### src/rtl/display_pkg.sv
// Shared types and constants for the seven-segment display path.
//   db_state_t : debounce FSM states
//   BCD_MAX    : terminal value of one decimal digit
//   BCD_DIGITS : number of digits in the packed BCD count
package display_pkg;

  typedef enum logic [1:0] {
    IDLE_LO,
    WAIT_HI,
    IDLE_HI,
    WAIT_LO
  } db_state_t;

  localparam logic [3:0] BCD_MAX    = 4'd9;
  localparam int         BCD_DIGITS = 4;

endpackage

### src/rtl/bcd_digit.sv
// One BCD decade: counts up (0..9) or down (9..0) when enabled.
// Ports:
//   i_clk, i_reset : clock, synchronous active-high reset
//   i_clr          : synchronous clear to 0, overrides i_en
//   i_en           : step this digit on the next edge
//   i_dir          : 0 = up, 1 = down
//   o_q            : current digit value, always 0..9
//   o_co           : combinational carry/borrow out (enabled and at terminal value)
module bcd_digit
  import display_pkg::*;
(
  input  logic       i_clk,
  input  logic       i_reset,
  input  logic       i_clr,
  input  logic       i_en,
  input  logic       i_dir,
  output logic [3:0] o_q,
  output logic       o_co
);

  logic [3:0] r_q;

  always_ff @(posedge i_clk) begin
    if (i_reset)     r_q <= 4'd0;
    else if (i_clr)  r_q <= 4'd0;
    else if (i_en) begin
      if (i_dir) r_q <= (r_q == 4'd0)    ? BCD_MAX : r_q - 4'd1;
      else       r_q <= (r_q == BCD_MAX) ? 4'd0    : r_q + 4'd1;
    end
  end

  assign o_q  = r_q;
  assign o_co = i_en & (i_dir ? (r_q == 4'd0) : (r_q == BCD_MAX));

endmodule

### src/rtl/debounce_bcd_counter.sv
// Push-button front end for the 4-digit display: synchronises and debounces
// a raw button, emits one press pulse per accepted press, and keeps a packed
// 4-digit BCD up/down count.
// Ports:
//   i_clk, i_reset : clock, synchronous active-high reset
//   i_btn_raw      : asynchronous bouncing button level (1 = pressed)
//   i_dir          : count direction on the press cycle (0 = up, 1 = down)
//   i_clr          : synchronous clear of the count (beats a press)
//   o_count        : packed BCD count, digit 3 in [15:12]
//   o_btn_stable   : debounced button level
//   o_press        : one-cycle pulse per accepted press
//   o_wrap         : one-cycle pulse on 9999->0000 or 0000->9999
module debounce_bcd_counter
  import display_pkg::*;
#(
  parameter int DEBOUNCE_CYCLES = 500000
) (
  input  logic        i_clk,
  input  logic        i_reset,
  input  logic        i_btn_raw,
  input  logic        i_dir,
  input  logic        i_clr,
  output logic [15:0] o_count,
  output logic        o_btn_stable,
  output logic        o_press,
  output logic        o_wrap
);

  localparam int              TW   = (DEBOUNCE_CYCLES > 1) ? $clog2(DEBOUNCE_CYCLES) : 1;
  localparam logic [TW-1:0]   TMAX = TW'(DEBOUNCE_CYCLES - 1);

  logic                          r_s1, r_btn_s;
  db_state_t                     r_state, w_state_nxt;
  logic [TW-1:0]                 r_timer, w_timer_nxt;
  logic                          w_press_nxt;
  logic                          r_stable, r_press, r_wrap;
  logic [BCD_DIGITS-1:0]         w_en, w_co;
  logic [BCD_DIGITS-1:0][3:0]    w_q;

  // Qualification: a level change is accepted only after the timer walks
  // 0..TMAX with the synchronised level held; any bounce drops back to idle.
  always_comb begin
    w_state_nxt = r_state;
    w_timer_nxt = r_timer;
    w_press_nxt = 1'b0;
    case (r_state)
      IDLE_LO: if (r_btn_s) begin
        w_state_nxt = WAIT_HI;
        w_timer_nxt = '0;
      end
      WAIT_HI: begin
        if (!r_btn_s)              w_state_nxt = IDLE_LO;
        else if (r_timer == TMAX) begin
          w_state_nxt = IDLE_HI;
          w_press_nxt = 1'b1;
        end else                   w_timer_nxt = r_timer + 1'b1;
      end
      IDLE_HI: if (!r_btn_s) begin
        w_state_nxt = WAIT_LO;
        w_timer_nxt = '0;
      end
      WAIT_LO: begin
        if (r_btn_s)               w_state_nxt = IDLE_HI;
        else if (r_timer == TMAX)  w_state_nxt = IDLE_LO;
        else                       w_timer_nxt = r_timer + 1'b1;
      end
      default: w_state_nxt = IDLE_LO;
    endcase
  end

  always_ff @(posedge i_clk) begin
    if (i_reset) begin
      r_s1     <= 1'b0;
      r_btn_s  <= 1'b0;
      r_state  <= IDLE_LO;
      r_timer  <= '0;
      r_stable <= 1'b0;
      r_press  <= 1'b0;
      r_wrap   <= 1'b0;
    end else begin
      r_s1     <= i_btn_raw;
      r_btn_s  <= r_s1;
      r_state  <= w_state_nxt;
      r_timer  <= w_timer_nxt;
      // Debounced level is high while the FSM believes the button is down.
      r_stable <= (w_state_nxt == IDLE_HI) || (w_state_nxt == WAIT_LO);
      r_press  <= w_press_nxt;
      // Carry/borrow out of the top digit; a clear swallows the press.
      r_wrap   <= w_co[BCD_DIGITS-1] & ~i_clr;
    end
  end

  // Ripple enable chain: each digit steps only when all lower digits roll.
  genvar n;
  generate
    for (n = 0; n < BCD_DIGITS; n++) begin : g_digit
      if (n == 0) begin : g_en0
        assign w_en[n] = r_press;
      end else begin : g_enn
        assign w_en[n] = r_press & w_co[n-1];
      end
      bcd_digit u_digit (
        .i_clk   (i_clk),
        .i_reset (i_reset),
        .i_clr   (i_clr),
        .i_en    (w_en[n]),
        .i_dir   (i_dir),
        .o_q     (w_q[n]),
        .o_co    (w_co[n])
      );
    end
  endgenerate

  assign o_count      = w_q;
  assign o_btn_stable = r_stable;
  assign o_press      = r_press;
  assign o_wrap       = r_wrap;

endmodule
### config.mk
export PLATFORM = sky130hd
export DESIGN_NAME = debounce_bcd_counter
export DESIGN_NICKNAME = d
export VERILOG_FILES = /design/src/rtl/display_pkg.sv /design/src/rtl/bcd_digit.sv /design/src/rtl/debounce_bcd_counter.sv
export SDC_FILE = /design/constraint.sdc
export NUM_CORES = 1
export LEC_CHECK = 0
export CAP_MARGIN = 20
export CORE_MARGIN = 4
export CORE_UTILIZATION = 46
export DETAILED_ROUTE_END_ITERATION = 10
export GPL_TIMING_DRIVEN = 0
export PLACE_DENSITY = 0.67
export SYNTH_ARGS = -nofsm -noshare
export SYNTH_HDL_FRONTEND = slang
export SYNTH_HIERARCHICAL = 1
export SYNTH_SLANG_ARGS = --single-unit
### constraint.sdc
create_clock -name i_clk -period 3.5 [get_ports i_clk]
set_clock_uncertainty 0.2 [all_clocks]
set_input_delay 0.875 -clock i_clk [delete_from_list [all_inputs] [get_ports i_clk]]
set_output_delay 0.875 -clock i_clk [all_outputs]
set_load 0.02 [all_outputs]
==> out/results.tsv, run 1 <==
metric	value	unit
synth_edf_count	0	
numCtsBuffers	5	
setup_viol	0	
fmax	0.3052	GHz
io_pins	24	
r2r_slack	600	ps
clock-sinks	41	
syn-cell-area	0.002415	sq mm
synthTopCellsByCount	41 x dfxtp_1, 29 x a21oi_1, 23 x nand2_1, 14 x nor3_1	
worstReg2RegEnd	g_digit[3].u_digit/o_q[1]$_SDFFE_PP0P_	
arrival	3270	ps
path_delay_family	simple AND/OR/NAND/NOR gates	
synth_top_cell_by_area	dfxtp_1	
area_growth	16.79	%
ctsHoldBuffers	0	
grtUsageTotal	17.37	%
dr.pass1.iters	4	
syn_avg_cell_area	8.563	sq um
synth.most_common_cell	dfxtp_1	
clk_pin_slew	80	ps
die_height	80.46	um
worstMarginPinSlew	483.6	ps
cp_num_buf_inv	2	
synth_compound_area_share	22.90	%
yosysSeqAreaShare	33.99	%
slew_headroom	67.74	%
chipWidth	80.46	um
syn-num-nets	288	
htreeDepth	2	
whs	244.8	ps
cp_slowest_stage_delay	240	ps
routed_wl	5.261	mm
antenna_found_initial	0	
grt_first_pass_wirelength	9.066	mm
finalMaxSlewViolations	0	
antenna_left	0	
yosys_warnings	6	
irDropWorstVdd	0.1536	mV
status	completed	
ys_async_sr_fraction	0	%
antenna-diode-count	0	
finalHoldViolCount	0	
synth_xor_area_share	3.938	%
ys_top_cells_by_area	dfxtp_1 34%, a21oi_1 6.0%, or4_1 3.7%	
grt_overflow_total	0	
synth.area.mux_share	1.658	%
cp-end-kind	register	
synth_ff_type	dfxtp_1	
setup.worst_path.class	input pin to register	
via_per_inst	5.833	
insertion_delay	300	ps
powerDensity	292.7	mW/mm^2
gp_congestion	0.8059	
clock_path_buffers	2	
maxCapViolations	0	
num_vias	2234	
critical_path_depth	14	
critPathLaunchType	input pin	
min_path_type	register to register	
dp_hpwl	3.789	mm
core	0.005107	sq mm
fin_nets	318	
portBuffers	23	
start_util	47.28	%
drt-wirelength-per-cell	13.74	um
grt_pass1_vias	1980	
fin_util	55.22	%
worstSetupStartpoint	i_dir	
rsz0062_at_grt	false	
final.period_utilization	93.60	%
remaining_drc_errors	0	
cts_tree	done	
synth_fa_ha_area_share	0.5181	%
synthSimpleGateAreaFrac	31.40	%
endpoint	g_digit[3].u_digit/o_q[1]$_SDFFE_PP0P_	
worst-r2r-cell-count	14	
num_rows	26	
synthCells	282	
path_cells	buf_4 > nor3b_1 > a21oi_1 > nor3_1 > and2_2 > nand2_1 > nor3_1 > and2_2 > nand2_1 > nor3_1 > and2_2 > inv_1 > o21a_1 > o221a_1	
synth_seq_cells	41	
synth_top_family_by_area	simple AND/OR/NAND/NOR gates	
leakage	0.0008809	uW
timing.rr.start	g_digit[0].u_digit/o_q[0]$_SDFFE_PP0P_	
cpMaxStageDelayCell	buf_4	
drive_above_1_share	9.585	%
synth_top_area_share	33.99	%
die_area	0.006473	sq mm
drt_iter0_markers	79	
grt_max_degree	29	
required	3490	ps
yosysUniqueCellTypes	40	
period_needed	3276	ps
cts_root_buf	clkbuf_8	
cp_max_fo	28	
routing by layer:
layer	vias to the layer above	share of wire [%]	global-route usage [%]
met5	-	0	0
met4	0	1.2	5.405
met3	7	4.8	4.148
met2	40	47	29.55
met1	1051	47	21.52
li1	1136	-	-
sequential cells by signal, indices dropped and copies added (netlist names):
name / count
g_digit.u_digit/o_q: 16
o_press: 1
o_wrap: 1
r_btn_s: 1
r_s1: 1
r_state: 2
r_timer: 19
report_power, final:
group / internal [uW] / leakage (uW) / switching [uW]
logic: 17.4 / 0.000506 / 26.7
registers: 468 / 0.000331 / 2.31
clock network: 138 / 0.0000439 / 173
total: 623 / 0.000881 / 202
stage by stage:
stage               power (uW)  area (sq um)  TNS [ps]  worst slack (ps)  instances
floorplan                508.1          2415         0             376.6        282
global placement         525.3          2733     -5704             -1039        375
detailed placement       525.8          2733     -5826             -1065        375
CTS                      842.0          2816         0             60.80        383
global route             861.3          2820         0             4.513        383
finish                   825.4          2820         0             223.9        383
worst min-delay path by stage:
| stage | startpoint | to | slack [ps] | cells past startpoint |
|---|---|---|---|---|
| after floorplan | r_s1$_SDFF_PP0_ | r_btn_s$_SDFF_PP0_ | 210 | 1 |
| after global placement | r_s1$_SDFF_PP0_ | r_btn_s$_SDFF_PP0_ | 220 | 1 |
| after detailed placement | r_s1$_SDFF_PP0_ | r_btn_s$_SDFF_PP0_ | 240 | 1 |
| after CTS | r_s1$_SDFF_PP0_ | r_btn_s$_SDFF_PP0_ | 250 | 1 |
| after global routing | r_s1$_SDFF_PP0_ | r_btn_s$_SDFF_PP0_ | 280 | 1 |
| final | r_s1$_SDFF_PP0_ | r_btn_s$_SDFF_PP0_ | 240 | 1 |
cell families (layout without fill, tap and decap cells):
kind of cell             Yosys count  in the layout
AND/OR/NAND/NOR                  118            118
AO/OA/AOI/OAI                     82             82
flip-flops                        41             41
buffers and inverters             26             57
XOR/XNOR                          10             10
multiplexers                       4              4
adder cells (fa/ha/maj)            1              1
repair_timing:
item                                    4_1_cts  5_1_grt
gates resized for setup                       6        3
cloned                                        0        0
endpoints found under the setup margin        7        3
setup buffers                                 0        0
cell usage in the layout, fill, tap and decap left out, types with 2 or more instances in the layout:
cell type / synthesis / layout
o221a_1: 4 / 4
and3_1: 2 / 2
clkbuf_8: 0 / 5
and4_1: 4 / 4
clkdlybuf4s50_1: 0 / 22
nand2b_1: 3 / 3
dfxtp_1: 41 / 41
and2_2: 0 / 3
inv_1: 12 / 12
a21oi_1: 29 / 29
buf_6: 4 / 4
nand3b_1: 5 / 5
xnor2_1: 9 / 9
nand2_1: 23 / 23
o21ai_0: 11 / 11
o21a_1: 5 / 5
o31ai_1: 10 / 10
or4_1: 12 / 12
nor2b_1: 7 / 7
nand4_1: 4 / 4
nor3_1: 14 / 14
a2111o_1: 2 / 2
clkbuf_1: 4 / 4
nor2_1: 5 / 5
nand4bb_1: 4 / 4
nor3b_1: 10 / 10
nand3_1: 4 / 4
a31oi_1: 6 / 6
mux2i_1: 4 / 4
o221a_2: 4 / 4
o211ai_1: 5 / 5
and2_1: 9 / 6
o31a_1: 4 / 4
nor4b_1: 7 / 7
nor4bb_1: 2 / 2
clkinv_2: 0 / 2
buf_2: 6 / 6
final cells by class:
type | count | area [sq um]
Clock buffer | 5 | 68.82
Tap cell | 70 | 87.58
Inverter | 12 | 45.04
Fill cell | 482 | 2287
Sequential cell | 41 | 820.8
Timing Repair Buffer | 23 | 227.7
Clock inverter | 3 | 17.52
Buffer | 14 | 90.09
Multi-Input combinational cell | 215 | 1463
Note: power is estimated with default switching activity, not from simulation.
==> inputs of run 2 (changes only) <==
--- a/config.mk
+++ b/config.mk
@@ -8,9 +8,11 @@
 export CAP_MARGIN = 20
 export CORE_MARGIN = 4
 export CORE_UTILIZATION = 46
+export CTS_CLUSTER_SIZE = 16
 export DETAILED_ROUTE_END_ITERATION = 10
 export GPL_TIMING_DRIVEN = 0
 export PLACE_DENSITY = 0.67
+export SLEW_MARGIN = 20
 export SYNTH_ARGS = -nofsm -noshare
 export SYNTH_HDL_FRONTEND = slang
 export SYNTH_HIERARCHICAL = 1
==> results of run 2 <==
No change in the layout: final DEF, timing and power equal those of run 1.
==> inputs of run 3 (changes only) <==
--- a/config.mk
+++ b/config.mk
@@ -6,12 +6,12 @@
 export NUM_CORES = 1
 export LEC_CHECK = 0
 export CAP_MARGIN = 20
-export CORE_MARGIN = 4
 export CORE_UTILIZATION = 46
 export CTS_CLUSTER_SIZE = 16
 export DETAILED_ROUTE_END_ITERATION = 10
 export GPL_TIMING_DRIVEN = 0
 export PLACE_DENSITY = 0.67
+export REMOVE_ABC_BUFFERS = 1
 export SLEW_MARGIN = 20
 export SYNTH_ARGS = -nofsm -noshare
 export SYNTH_HDL_FRONTEND = slang
==> out/results.tsv, run 3 (synthesized netlist as in run 1, its figures left out) <==
metric	value	unit	change
status	completed		unchanged
fmax	0.3184	GHz	was 0.3052 GHz
drive_above_1_share	7.023	%	was 9.585%
finalHoldViolCount	0		unchanged
insertion_delay	290	ps	was 300 ps
num_vias	2154		was 2234
irDropWorstVdd	0.2258	mV	was 0.1536 mV
fillers	490		was 482
internal_power	623.5	uW	was 623.1 uW
num_rows	26		unchanged
final.period_utilization	89.74	%	was 93.60%
design_area	0.002741	sq mm	was 0.002820 sq mm
path_delay_family	simple AND/OR/NAND/NOR gates		unchanged
cts_root_buf	clkbuf_8		unchanged
ctsHoldBuffers	0		unchanged
final_common_cell	dfxtp_1		unchanged
core	0.005075	sq mm	was 0.005107 sq mm
finalMaxSlewViolations	0		unchanged
place_area	0.002643	sq mm	was 0.002733 sq mm
setup.worst_path.class	input pin to register		unchanged
slew_headroom	43.02	%	was 67.74%
clock_path_buffers	2		unchanged
htreeDepth	2		unchanged
powerDensity	295.5	mW/mm^2	was 292.7 mW/mm^2
cts_tree	done		unchanged
area_growth	13.52	%	was 16.79%
path_cells	buf_6 > nor3b_2 > a21oi_1 > nor3_2 > and2_4 > nand2_1 > nor3_1 > and2_2 > nand2_1 > nor3_1 > and2_2 > inv_1 > o21a_1 > o221a_1		was buf_4 > nor3b_1 > a21oi_1 > nor3_1 > and2_2 > nand2_1 > nor3_1 > and2_2 > nand2_1 > nor3_1 > and2_2 > inv_1 > o21a_1 > o221a_1
min_path_type	register to register		unchanged
p_comb_share	5.4	%	was 5.3%
remaining_drc_errors	0		unchanged
grt_max_degree	29		unchanged
largest_register_ffs	19		unchanged
cpMaxStageDelayCell	and2_2		was buf_4
rsz0062_at_grt	false		unchanged
pwr-share-clk	36.5	%	was 37.7%
maxCapViolations	0		unchanged
clock-sinks	41		unchanged
leakage	0.0008251	uW	was 0.0008809 uW
largest_register	r_timer		unchanged
chipWidth	74.46	um	was 80.46 um
critPathLaunchType	input pin		unchanged
cp_max_fo	28		unchanged
portBuffers	23		unchanged
required	3480	ps	was 3490 ps
dp_hpwl	3.411	mm	was 3.789 mm
postCtsSetupBuffers	0		unchanged
drt_iter0_markers	99		was 79
grt_overflow_total	0		unchanged
gp_congestion	0.7762		was 0.8059
p_sw_share	23.03	%	was 24.51%
setup_viol	0		unchanged
p_seq_share	58.0	%	was 57.0%
final_cell_mix	41 x dfxtp_1, 29 x a21oi_1, 23 x nand2_1		unchanged
routed_wl	5.083	mm	was 5.261 mm
cp_slowest_stage_delay	230	ps	was 240 ps
p_sw	186.6	uW	was 202.3 uW
whs	243.1	ps	was 244.8 ps
period_needed	3141	ps	was 3276 ps
grt_first_pass_wirelength	8.169	mm	was 9.066 mm
start_util	47.58	%	was 47.28%
setup_tns	0	ps	unchanged
fin_nets	304		was 318
clk_pin_slew	80	ps	about the same
die_height	74.46	um	was 80.46 um
antenna_found_initial	0		unchanged
fin_util	54.02	%	was 55.22%
die_area	0.005544	sq mm	was 0.006473 sq mm
drt-wirelength-per-cell	13.78	um	was 13.74 um
cp-end-kind	register		unchanged
antenna-diode-count	0		unchanged
antenna_left	0		unchanged
dr.pass1.iters	4		unchanged
arrival	3120	ps	was 3270 ps
grt_pass1_vias	1776		was 1980
io_pins	24		unchanged
worstMarginPinSlew	854.7	ps	was 483.6 ps
numCtsBuffers	5		unchanged
grtUsageTotal	18.96	%	was 17.37%
cp_num_buf_inv	2		unchanged
via_per_inst	5.837		was 5.833
## run 3: cell count changes in the layout (fill, tap and decap cells not counted), sizes merged
cell	delta
buf	-10
clkbuf	-3
clkinvlp	-1
## run 3: what timing repair did
item / 4_1_cts / 5_1_grt
gates cloned: 0 / 0
resized for setup: 6 / 7
setup endpoints to repair: 9 / 5
## run 3: worst paths after layout
check | from | end | slack (ps) | cells past startpoint
max reg2reg | g_digit[0].u_digit/o_q[0]$_SDFFE_PP0P_ | g_digit[3].u_digit/o_q[1]$_SDFFE_PP0P_ | 560 | 13
min | r_s1$_SDFF_PP0_ | r_btn_s$_SDFF_PP0_ | 240 | 1
max | i_dir | g_digit[3].u_digit/o_q[1]$_SDFFE_PP0P_ | 360 | 14
min reg2reg | r_s1$_SDFF_PP0_ | r_btn_s$_SDFF_PP0_ | 240 | 1
## run 3: power groups by stage
stage	registers (uW)	clock network [uW]	logic [uW]
2_1_floorplan	481	0	25.3
3_3_place_gp	481	0	42.8
3_5_place_dp	481	0	43.7
4_1_cts	470	308	43.5
5_1_grt	471	331	48.7
6_report	470	296	44.1
## run 3: layout make-up
| cell class | count | area (sq um) | share of cell area (%) |
|---|---|---|---|
| sequential | 41 | 820.8 | 29.94 |
| inverter | 12 | 45.04 | 1.643 |
| clock inverter | 2 | 10.01 | 0.3651 |
| clock buffer | 6 | 72.57 | 2.647 |
| multi-input combinational | 215 | 1474 | 53.77 |
| timing repair buffer | 23 | 231.5 | 8.444 |
| tap | 70 | 87.58 | 3.195 |
## run 3: worst register-to-register path: stages (launching register included)
cell and delay, ps:
dfxtp_1 540, nor2b_1 220, a21oi_1 110, nor3_2 140, and2_4 200, nand2_1 80
nor3_1 170, and2_2 230, nand2_1 80, nor3_1 150, and2_2 230, inv_1 80
o21a_1 180, o221a_1 220
## run 3: layer usage
layer / global-route usage, % / vias up / wire, um
met4: 6.709 / 0 / 27
met3: 3.659 / 2 / 156
li1: - / 1104 / -
met5: 0 / - / 0
met1: 27.67 / 1011 / 2603
met2: 27.63 / 37 / 2295
## run 3: stage by stage
step,total power (uW),instances,setup slack [ps]
finish,810.1,369,359.0
global route,850.3,369,51.99
CTS,821.5,369,35.53
detailed placement,524.9,361,-1118
global placement,523.9,361,-1067
floorplan,506.1,268,373.4
